### config.mk
export PLATFORM = sky130hd
export DESIGN_NAME = div_round_pack
export DESIGN_NICKNAME = d
export VERILOG_FILES = /design/src/rtl/fp_div_pkg.sv /design/src/rtl/fp_round_rne.sv /design/src/rtl/div_round_pack.sv
export SDC_FILE = /design/constraint.sdc
export NUM_CORES = 1
export LEC_CHECK = 0
export CAP_MARGIN = 20
export CORE_MARGIN = 3
export CORE_UTILIZATION = 49
export DETAILED_ROUTE_END_ITERATION = 12
export PLACE_DENSITY = 0.82
export SYNTH_ARGS = -nofsm -noshare
export SYNTH_HDL_FRONTEND = slang
export SYNTH_SLANG_ARGS = --single-unit
export TNS_END_PERCENT = 100
### constraint.sdc
create_clock -name clk -period 4.1 [get_ports clk]
set_clock_uncertainty 0.05 [all_clocks]
set_input_delay 0.41 -clock clk [delete_from_list [all_inputs] [get_ports clk]]
set_output_delay 0.41 -clock clk [all_outputs]
set_load 0.005 [all_outputs]
### src/rtl/fp_div_pkg.sv
// Shared types and constants for the FP32 divide back end (div_round_pack).
package fp_div_pkg;

   localparam int unsigned FLAG_NV = 4;
   localparam int unsigned FLAG_DZ = 3;
   localparam int unsigned FLAG_OF = 2;
   localparam int unsigned FLAG_UF = 1;
   localparam int unsigned FLAG_NX = 0;

   localparam logic [31:0] QNAN = 32'h7FC00000;
   localparam int          BIAS = 127;
   localparam int          EMAX = 255;

   typedef enum logic [2:0] {
      RM_RNE = 3'd0,
      RM_RTZ = 3'd1,
      RM_RDN = 3'd2,
      RM_RUP = 3'd3,
      RM_RMM = 3'd4
   } rnd_mode_e;

   typedef enum logic [2:0] {
      SP_NONE,
      SP_QNAN,
      SP_INVALID,
      SP_INF,
      SP_DZ,
      SP_ZERO
   } special_e;

   typedef struct packed {
      logic              sign;
      logic signed [9:0] e;
      logic [22:0]       man;
      logic              g;
      logic              s;
      special_e          kind;
      rnd_mode_e         rm;
   } s1_t;

endpackage

### src/rtl/fp_round_rne.sv
// Combinational mantissa rounder: applies the mode's increment to man/G/S and reports carry-out.
module fp_round_rne
   import fp_div_pkg::*;
(
   input  logic        i_sign,
   input  logic [22:0] i_man,
   input  logic        i_g,
   input  logic        i_s,
   input  rnd_mode_e   i_mode,
   output logic [22:0] o_man,
   output logic        o_carry
);

   logic w_inc;

   always_comb begin
      w_inc = i_g && (i_s || i_man[0]);
      case (i_mode)
         RM_RTZ:  w_inc = 1'b0;
         RM_RDN:  w_inc = i_sign && (i_g || i_s);
         RM_RUP:  w_inc = !i_sign && (i_g || i_s);
         RM_RMM:  w_inc = i_g;
         default: w_inc = i_g && (i_s || i_man[0]);
      endcase
   end

   assign {o_carry, o_man} = {1'b0, i_man} + {23'd0, w_inc};

endmodule

### src/rtl/div_round_pack.sv
// FP32 divide back end: classify/normalize, then round/pack; two-stage valid/ready pipe.
// Optional macro DIV_RM_EN adds the rnd_mode port; otherwise RNE only.
module div_round_pack
   import fp_div_pkg::*;
#(
   parameter int unsigned EXP_W = 8,
   parameter int unsigned QUO_W = 27
) (
   input  logic             clk,
   input  logic             rst_n,
`ifdef DIV_RM_EN
   input  logic [2:0]       rnd_mode,
`endif
   input  logic             in_valid,
   output logic             in_ready,
   input  logic [31:0]      in_a,
   input  logic [31:0]      in_b,
   input  logic [QUO_W-1:0] in_quo,
   output logic             out_valid,
   input  logic             out_ready,
   output logic [31:0]      out_result,
   output logic [4:0]       out_flags
);

   logic [EXP_W-1:0] w_a_exp, w_b_exp;
   logic [22:0]      w_a_frac, w_b_frac;
   logic             w_a_zero, w_b_zero, w_a_inf, w_b_inf;
   logic             w_a_nan, w_b_nan, w_a_snan, w_b_snan;
   logic             w_shift;
   rnd_mode_e        w_rm;
   s1_t              w_s1_d;
   s1_t              r_s1;
   logic             r_s1_valid;
   logic             w_s1_adv, w_s2_adv;
   logic             r_out_valid;
   logic [31:0]      r_out_result;
   logic [4:0]       r_out_flags;

`ifdef DIV_RM_EN
   assign w_rm = (rnd_mode > 3'd4) ? RM_RNE : rnd_mode_e'(rnd_mode);
`else
   assign w_rm = RM_RNE;
`endif

   assign w_a_exp  = in_a[30:23];
   assign w_b_exp  = in_b[30:23];
   assign w_a_frac = in_a[22:0];
   assign w_b_frac = in_b[22:0];

   // Denormals have a zero exponent and are taken as zero.
   assign w_a_zero = (w_a_exp == '0);
   assign w_b_zero = (w_b_exp == '0);
   assign w_a_inf  = (&w_a_exp) && (w_a_frac == '0);
   assign w_b_inf  = (&w_b_exp) && (w_b_frac == '0);
   assign w_a_nan  = (&w_a_exp) && (|w_a_frac);
   assign w_b_nan  = (&w_b_exp) && (|w_b_frac);
   assign w_a_snan = w_a_nan && !w_a_frac[22];
   assign w_b_snan = w_b_nan && !w_b_frac[22];
   assign w_shift  = !in_quo[25];

   always_comb begin
      w_s1_d      = '0;
      w_s1_d.sign = in_a[31] ^ in_b[31];
      w_s1_d.rm   = w_rm;
      if (in_quo[25]) begin
         w_s1_d.man = in_quo[24:2];
         w_s1_d.g   = in_quo[1];
         w_s1_d.s   = in_quo[0];
      end else begin
         w_s1_d.man = in_quo[23:1];
         w_s1_d.g   = in_quo[0];
         w_s1_d.s   = 1'b0;
      end
      w_s1_d.e = $signed({2'b00, w_a_exp}) - $signed({2'b00, w_b_exp})
                 + 10'(BIAS) - $signed({9'd0, w_shift});
      if (w_a_nan || w_b_nan || (w_a_zero && w_b_zero) || (w_a_inf && w_b_inf)) begin
         if (w_a_snan || w_b_snan || (w_a_zero && w_b_zero) || (w_a_inf && w_b_inf)) begin
            w_s1_d.kind = SP_INVALID;
         end else begin
            w_s1_d.kind = SP_QNAN;
         end
      end else if (w_a_inf) begin
         w_s1_d.kind = SP_INF;
      end else if (w_b_zero) begin
         w_s1_d.kind = SP_DZ;
      end else if (w_a_zero || w_b_inf) begin
         w_s1_d.kind = SP_ZERO;
      end else begin
         w_s1_d.kind = SP_NONE;
      end
   end

   assign w_s2_adv = !r_out_valid || out_ready;
   assign w_s1_adv = !r_s1_valid || w_s2_adv;
   assign in_ready = w_s1_adv;

   always_ff @(posedge clk or negedge rst_n) begin
      if (!rst_n) begin
         r_s1_valid <= 1'b0;
         r_s1       <= '0;
      end else if (w_s1_adv) begin
         r_s1_valid <= in_valid;
         if (in_valid) begin
            r_s1 <= w_s1_d;
         end
      end
   end

   logic [22:0]       w_man_rnd;
   logic              w_carry;
   logic signed [9:0] w_e_rnd;
   logic              w_to_max;
   logic [31:0]       w_res;
   logic [4:0]        w_flags;

   fp_round_rne u_round (
      .i_sign  (r_s1.sign),
      .i_man   (r_s1.man),
      .i_g     (r_s1.g),
      .i_s     (r_s1.s),
      .i_mode  (r_s1.rm),
      .o_man   (w_man_rnd),
      .o_carry (w_carry)
   );

   assign w_e_rnd  = $signed(r_s1.e) + $signed({9'd0, w_carry});
   // Modes rounding toward the finite side saturate at max-finite on overflow.
   assign w_to_max = (r_s1.rm == RM_RTZ) || ((r_s1.rm == RM_RDN) && !r_s1.sign)
                     || ((r_s1.rm == RM_RUP) && r_s1.sign);

   always_comb begin
      w_res   = '0;
      w_flags = '0;
      case (r_s1.kind)
         SP_QNAN: w_res = QNAN;
         SP_INVALID: begin
            w_res            = QNAN;
            w_flags[FLAG_NV] = 1'b1;
         end
         SP_INF:  w_res = {r_s1.sign, 8'hFF, 23'd0};
         SP_DZ: begin
            w_res            = {r_s1.sign, 8'hFF, 23'd0};
            w_flags[FLAG_DZ] = 1'b1;
         end
         SP_ZERO: w_res = {r_s1.sign, 31'd0};
         default: begin
            if (w_e_rnd >= 10'(EMAX)) begin
               w_res            = w_to_max ? {r_s1.sign, 31'h7F7FFFFF} : {r_s1.sign, 8'hFF, 23'd0};
               w_flags[FLAG_OF] = 1'b1;
               w_flags[FLAG_NX] = 1'b1;
            end else if (w_e_rnd <= 10'sd0) begin
               w_res            = {r_s1.sign, 31'd0};
               w_flags[FLAG_UF] = 1'b1;
               w_flags[FLAG_NX] = 1'b1;
            end else begin
               w_res            = {r_s1.sign, w_e_rnd[7:0], w_man_rnd};
               w_flags[FLAG_NX] = r_s1.g || r_s1.s;
            end
         end
      endcase
   end

   always_ff @(posedge clk or negedge rst_n) begin
      if (!rst_n) begin
         r_out_valid  <= 1'b0;
         r_out_result <= '0;
         r_out_flags  <= '0;
      end else if (w_s2_adv) begin
         r_out_valid <= r_s1_valid;
         if (r_s1_valid) begin
            r_out_result <= w_res;
            r_out_flags  <= w_flags;
         end
      end
   end

   assign out_valid  = r_out_valid;
   assign out_result = r_out_result;
   assign out_flags  = r_out_flags;

`ifndef SYNTHESIS
   // Non-special operands must carry a quotient in [0.5, 2).
   a_quo_range : assert property (@(posedge clk) disable iff (!rst_n)
      (in_valid && in_ready && (w_s1_d.kind == SP_NONE))
      |-> (!in_quo[26] && (in_quo[25:24] != 2'b00)));
`endif

endmodule

==> impl_metrics.py <==
metrics = {
    "cells_and_area": {
        "drive_above_1_share_pct": 6.16,
        "diodes": 0,
        "regArea_um2": 1950,
        "fin_cells": 778,
        "multi_input_area_um2": 2640,
        "syn_to_final_growth_pct": 32.7,
        "finalNetCount": 761,
        "fin_util_pct": 67.9,
        "nFillCells": 800,
    },
    "setup_path": {
        "max_stage_delay_ns": 0.65,
        "start_kind": "flip-flop",
        "worst-path-max-fanout": 9,
        "cp_slowest_cell": "a2111oi_0",
        "crit_type": "reg -> reg",
        "arrival_ns": 3.96,
        "path_cells": "and3_1 -> and3_1 -> and2_1 -> and4_1 -> and4_1 -> ha_1 -> ha_1 -> nand3_1 -> xor2_1 -> a41oi_1 -> o21ai_0 -> a2111oi_0 -> o21ai_1",
        "worstPathRequired_ns": 4.27,
        "end_kind": "flip-flop",
    },
    "floorplan": {
        "die_area_um2": 11000,
        "start_util_pct": 51.1,
        "design.core.area_um2": 9370,
        "fp.dieH_um": 105,
        "boundaryPins": 134,
        "die_w_um": 105,
        "rows": 35,
    },
    "place": {
        "gp_congestion": 0.881,
        "place_inst": 763,
        "hpwl_um": 9010,
        "port-buffer-count": 132,
    },
    "synth": {
        "synth_top_family_by_area": "simple AND/OR/NAND/NOR gates",
        "synth_adder_area_share_pct": 5.79,
        "yosys_warnings": 0,
        "muxShareOfSynthArea_pct": 5.93,
        "yosys.area_share.simple_pct": 20.2,
        "synthArstFlopShare_pct": 100,
        "synth_nets": 639,
        "synth.avg_cell_area_um2": 9.17,
        "yosysSeqAreaShare_pct": 40.7,
        "synth_xor_area_share_pct": 8.04,
        "ys.flop_type": "dfrtp_1",
        "synth_compound_area_share_pct": 15.0,
        "ys_ff_latch": 78,
        "synthesis.area_um2": 4790,
        "synth_edf_count": 0,
        "syn_inst": 523,
        "synth.distinct_cells": 57,
    },
    "pwr": {
        "p_sw_uw": 911,
        "p_int_mw": 1.84,
        "power.total_mw": 2.75,
        "swShare_pct": 33.1,
        "p_comb_share_pct": 36.3,
        "p_clk_share_pct": 21.0,
        "p_leak_nw": 2.74,
        "power-per-cell-area_nw_per_um2": 433,
        "vdd_ir_drop_max_v": 0.000221,
        "power.share.sequential_pct": 42.7,
    },
    "global_routing": {
        "grt_max_degree": 79,
        "grt_antenna_before_repair": 0,
        "grt.total_usage_pct": 21.2,
        "grt_overflow": 0,
        "grt_pass1_vias": 4338,
        "grt_first_pass_wirelength_um": 19100,
    },
    "drt": {
        "routed_wl_um": 11400,
        "drc": 0,
        "vias_per_cell": 5.41,
        "detail-route-antenna-nets": 0,
        "initialDrtViolationCount": 162,
        "vias": 4212,
        "dr.pass1.iters": 4,
        "routedWlPerCell_um": 14.6,
    },
    "clock_tree": {
        "cts_resized": 0,
        "root_buffer": "clkbuf_8",
        "cts.sinks": 78,
        "cts_made_buffers": 9,
        "cts_tree": "built",
        "htree_num_levels": 3,
        "clkTransAtPathRegs_ns": 0.08,
        "ctsHoldBuffers": 0,
        "clk_latency_ns": 0.36,
        "post_cts_buffers": 0,
        "clk_path_buf_depth": 2,
    },
    "worst_hold_path": {
        "holdCritPathClass": "in -> async",
    },
    "timing": {
        "post-route-period-util_pct": 92.5,
        "tightest_slew_ns": 0.948,
        "slew_violations": 0,
        "hold_viol": 0,
        "max_clock_freq_ghz": 0.264,
        "tns_ns": 0,
        "setup_viol": 0,
        "fin_crit_ns": 3.79,
        "maxSlewHeadroom_pct": 36.8,
        "rsz0062_at_grt": "no",
        "hold_slack_ns": 0.137,
    },
    "outcome": {
        "outcome": "finished clean",
    },
    "run": {
        "maxCapViolations": 0,
    },
}
registers in the layout, summed over array words and instances, names as in the netlist:
name        flops
out_result     32
out_flags       5
out_valid       1
r_s1           39
r_s1_valid      1
logic make-up after synthesis:
| kind of cell | Yosys count |
|---|---|
| AO/OA/AOI/OAI | 114 |
| XOR/XNOR | 44 |
| adder cells (fa/ha/maj) | 21 |
| buffers and inverters | 43 |
| flip-flops | 78 |
| multiplexers | 28 |
| AND/OR/NAND/NOR | 195 |
power groups by stage:
stage               Combinational [mW]  Clock [mW]  Sequential (mW)
global placement                 0.971           0             1.18
floorplan                        0.597           0             1.13
detailed placement                1.01           0             1.19
finish                           0.999       0.578             1.17
CTS                               1.01       0.583             1.17
global route                      1.11       0.617             1.20
critical path, delay by kind of cell, from the launching register on:
kind	cells	cell delay [ns]
AO/OA/AOI/OAI	4	1.15
XOR/XNOR	1	0.21
adder cells (fa/ha/maj)	2	0.60
flip-flops	1	0.43
AND/OR/NAND/NOR	6	1.21
cell type report:
cell class                 instances  area share (%)
inverter                          19            1.12
sequential                        78            30.7
multi-input combinational        402            41.5
tap                              129            2.54
clock buffer                      10            2.16
clock inverter                     5           0.924
timing repair buffer             135            21.1
final timing paths:
path / start / endpoint / slack, ns / cells after the start
min in group clk: out_result[11] / out_result[11] / 0.44 / 2
max: r_s1[20] / out_flags[0] / 0.31 / 13
min: rst_n / out_result[16] / 0.14 / 1
max in group asynchronous: rst_n / r_s1[36] / 3.24 / 1
max reg2reg: r_s1[20] / out_flags[0] / 0.31 / 13
min reg2reg: out_result[11] / out_result[11] / 0.44 / 2
through the flow:
stage,area [um^2],worst slack [ns]
global placement,6160,0.427
floorplan,4790,0.942
CTS,6360,0.355
finish,6360,0.306
global route,6360,0.00282
detailed placement,6160,0.289
layout by cell type, fill, tap and decap left out, drive strengths merged, types with 2 or more instances in the layout:
master           n
nor4            13
mux2i           25
nand2b           6
buf              4
a21o            10
nand2           87
and3            13
a31oi            3
ha              19
clkdlybuf4s50  131
or4              2
xor2            29
o41ai            4
a21oi            8
clkinvlp         2
or2              3
and2             5
dfrtp           78
a211o            5
mux2             3
nor3             7
a221o            3
and4             4
o31ai            3
a2111oi          2
o21ai           67
nor2b            2
nand3b           3
nand3           17
fa               2
clkbuf          10
inv             20
nor2            22
nand4            9
xnor2           15
routing by layer:
metal | up-vias | GRT usage [%] | share of wire [%]
li1 | 2096 | - | -
met1 | 1952 | 25.4 | 43
met2 | 137 | 37.2 | 49
met3 | 27 | 3.64 | 4.9
met4 | 0 | 9.18 | 2.9
met5 | - | 0 | 0
synth_stat cells, types with 2 or more instances:
| cell | n | area share [%] |
|---|---|---|
| nand3_1 | 14 | 1.5 |
| o21ai_0 | 61 | 6.4 |
| and3_4 | 2 | 0.47 |
| mux2_2 | 3 | 0.70 |
| nor3_1 | 7 | 0.73 |
| inv_1 | 19 | 1.5 |
| o41ai_1 | 4 | 0.73 |
| clkbuf_1 | 13 | 1.0 |
| nor2_1 | 22 | 1.7 |
| and3_1 | 11 | 1.4 |
| nand2_1 | 87 | 6.8 |
| ha_1 | 19 | 5.0 |
| mux2i_1 | 25 | 5.2 |
| a31oi_1 | 3 | 0.39 |
| nor4_1 | 12 | 1.6 |
| fa_1 | 2 | 0.84 |
| nand3b_1 | 3 | 0.47 |
| or2_2 | 3 | 0.39 |
| and4_1 | 4 | 0.73 |
| or4_1 | 2 | 0.31 |
| a211o_1 | 5 | 0.91 |
| buf_6 | 5 | 1.2 |
| nor2b_1 | 2 | 0.26 |
| dfrtp_1 | 78 | 41 |
| xor2_1 | 29 | 5.3 |
| and2_1 | 4 | 0.52 |
| o21ai_1 | 6 | 0.63 |
| nand4_1 | 9 | 1.2 |
| o31ai_1 | 3 | 0.47 |
| buf_1 | 3 | 0.23 |
| a21oi_1 | 7 | 0.73 |
| a221o_1 | 3 | 0.63 |
| nand2b_1 | 6 | 0.78 |
| xnor2_1 | 15 | 2.7 |
| nand3_2 | 3 | 0.63 |
| a21o_1 | 8 | 1.3 |
(Power assumes the default switching activity.)
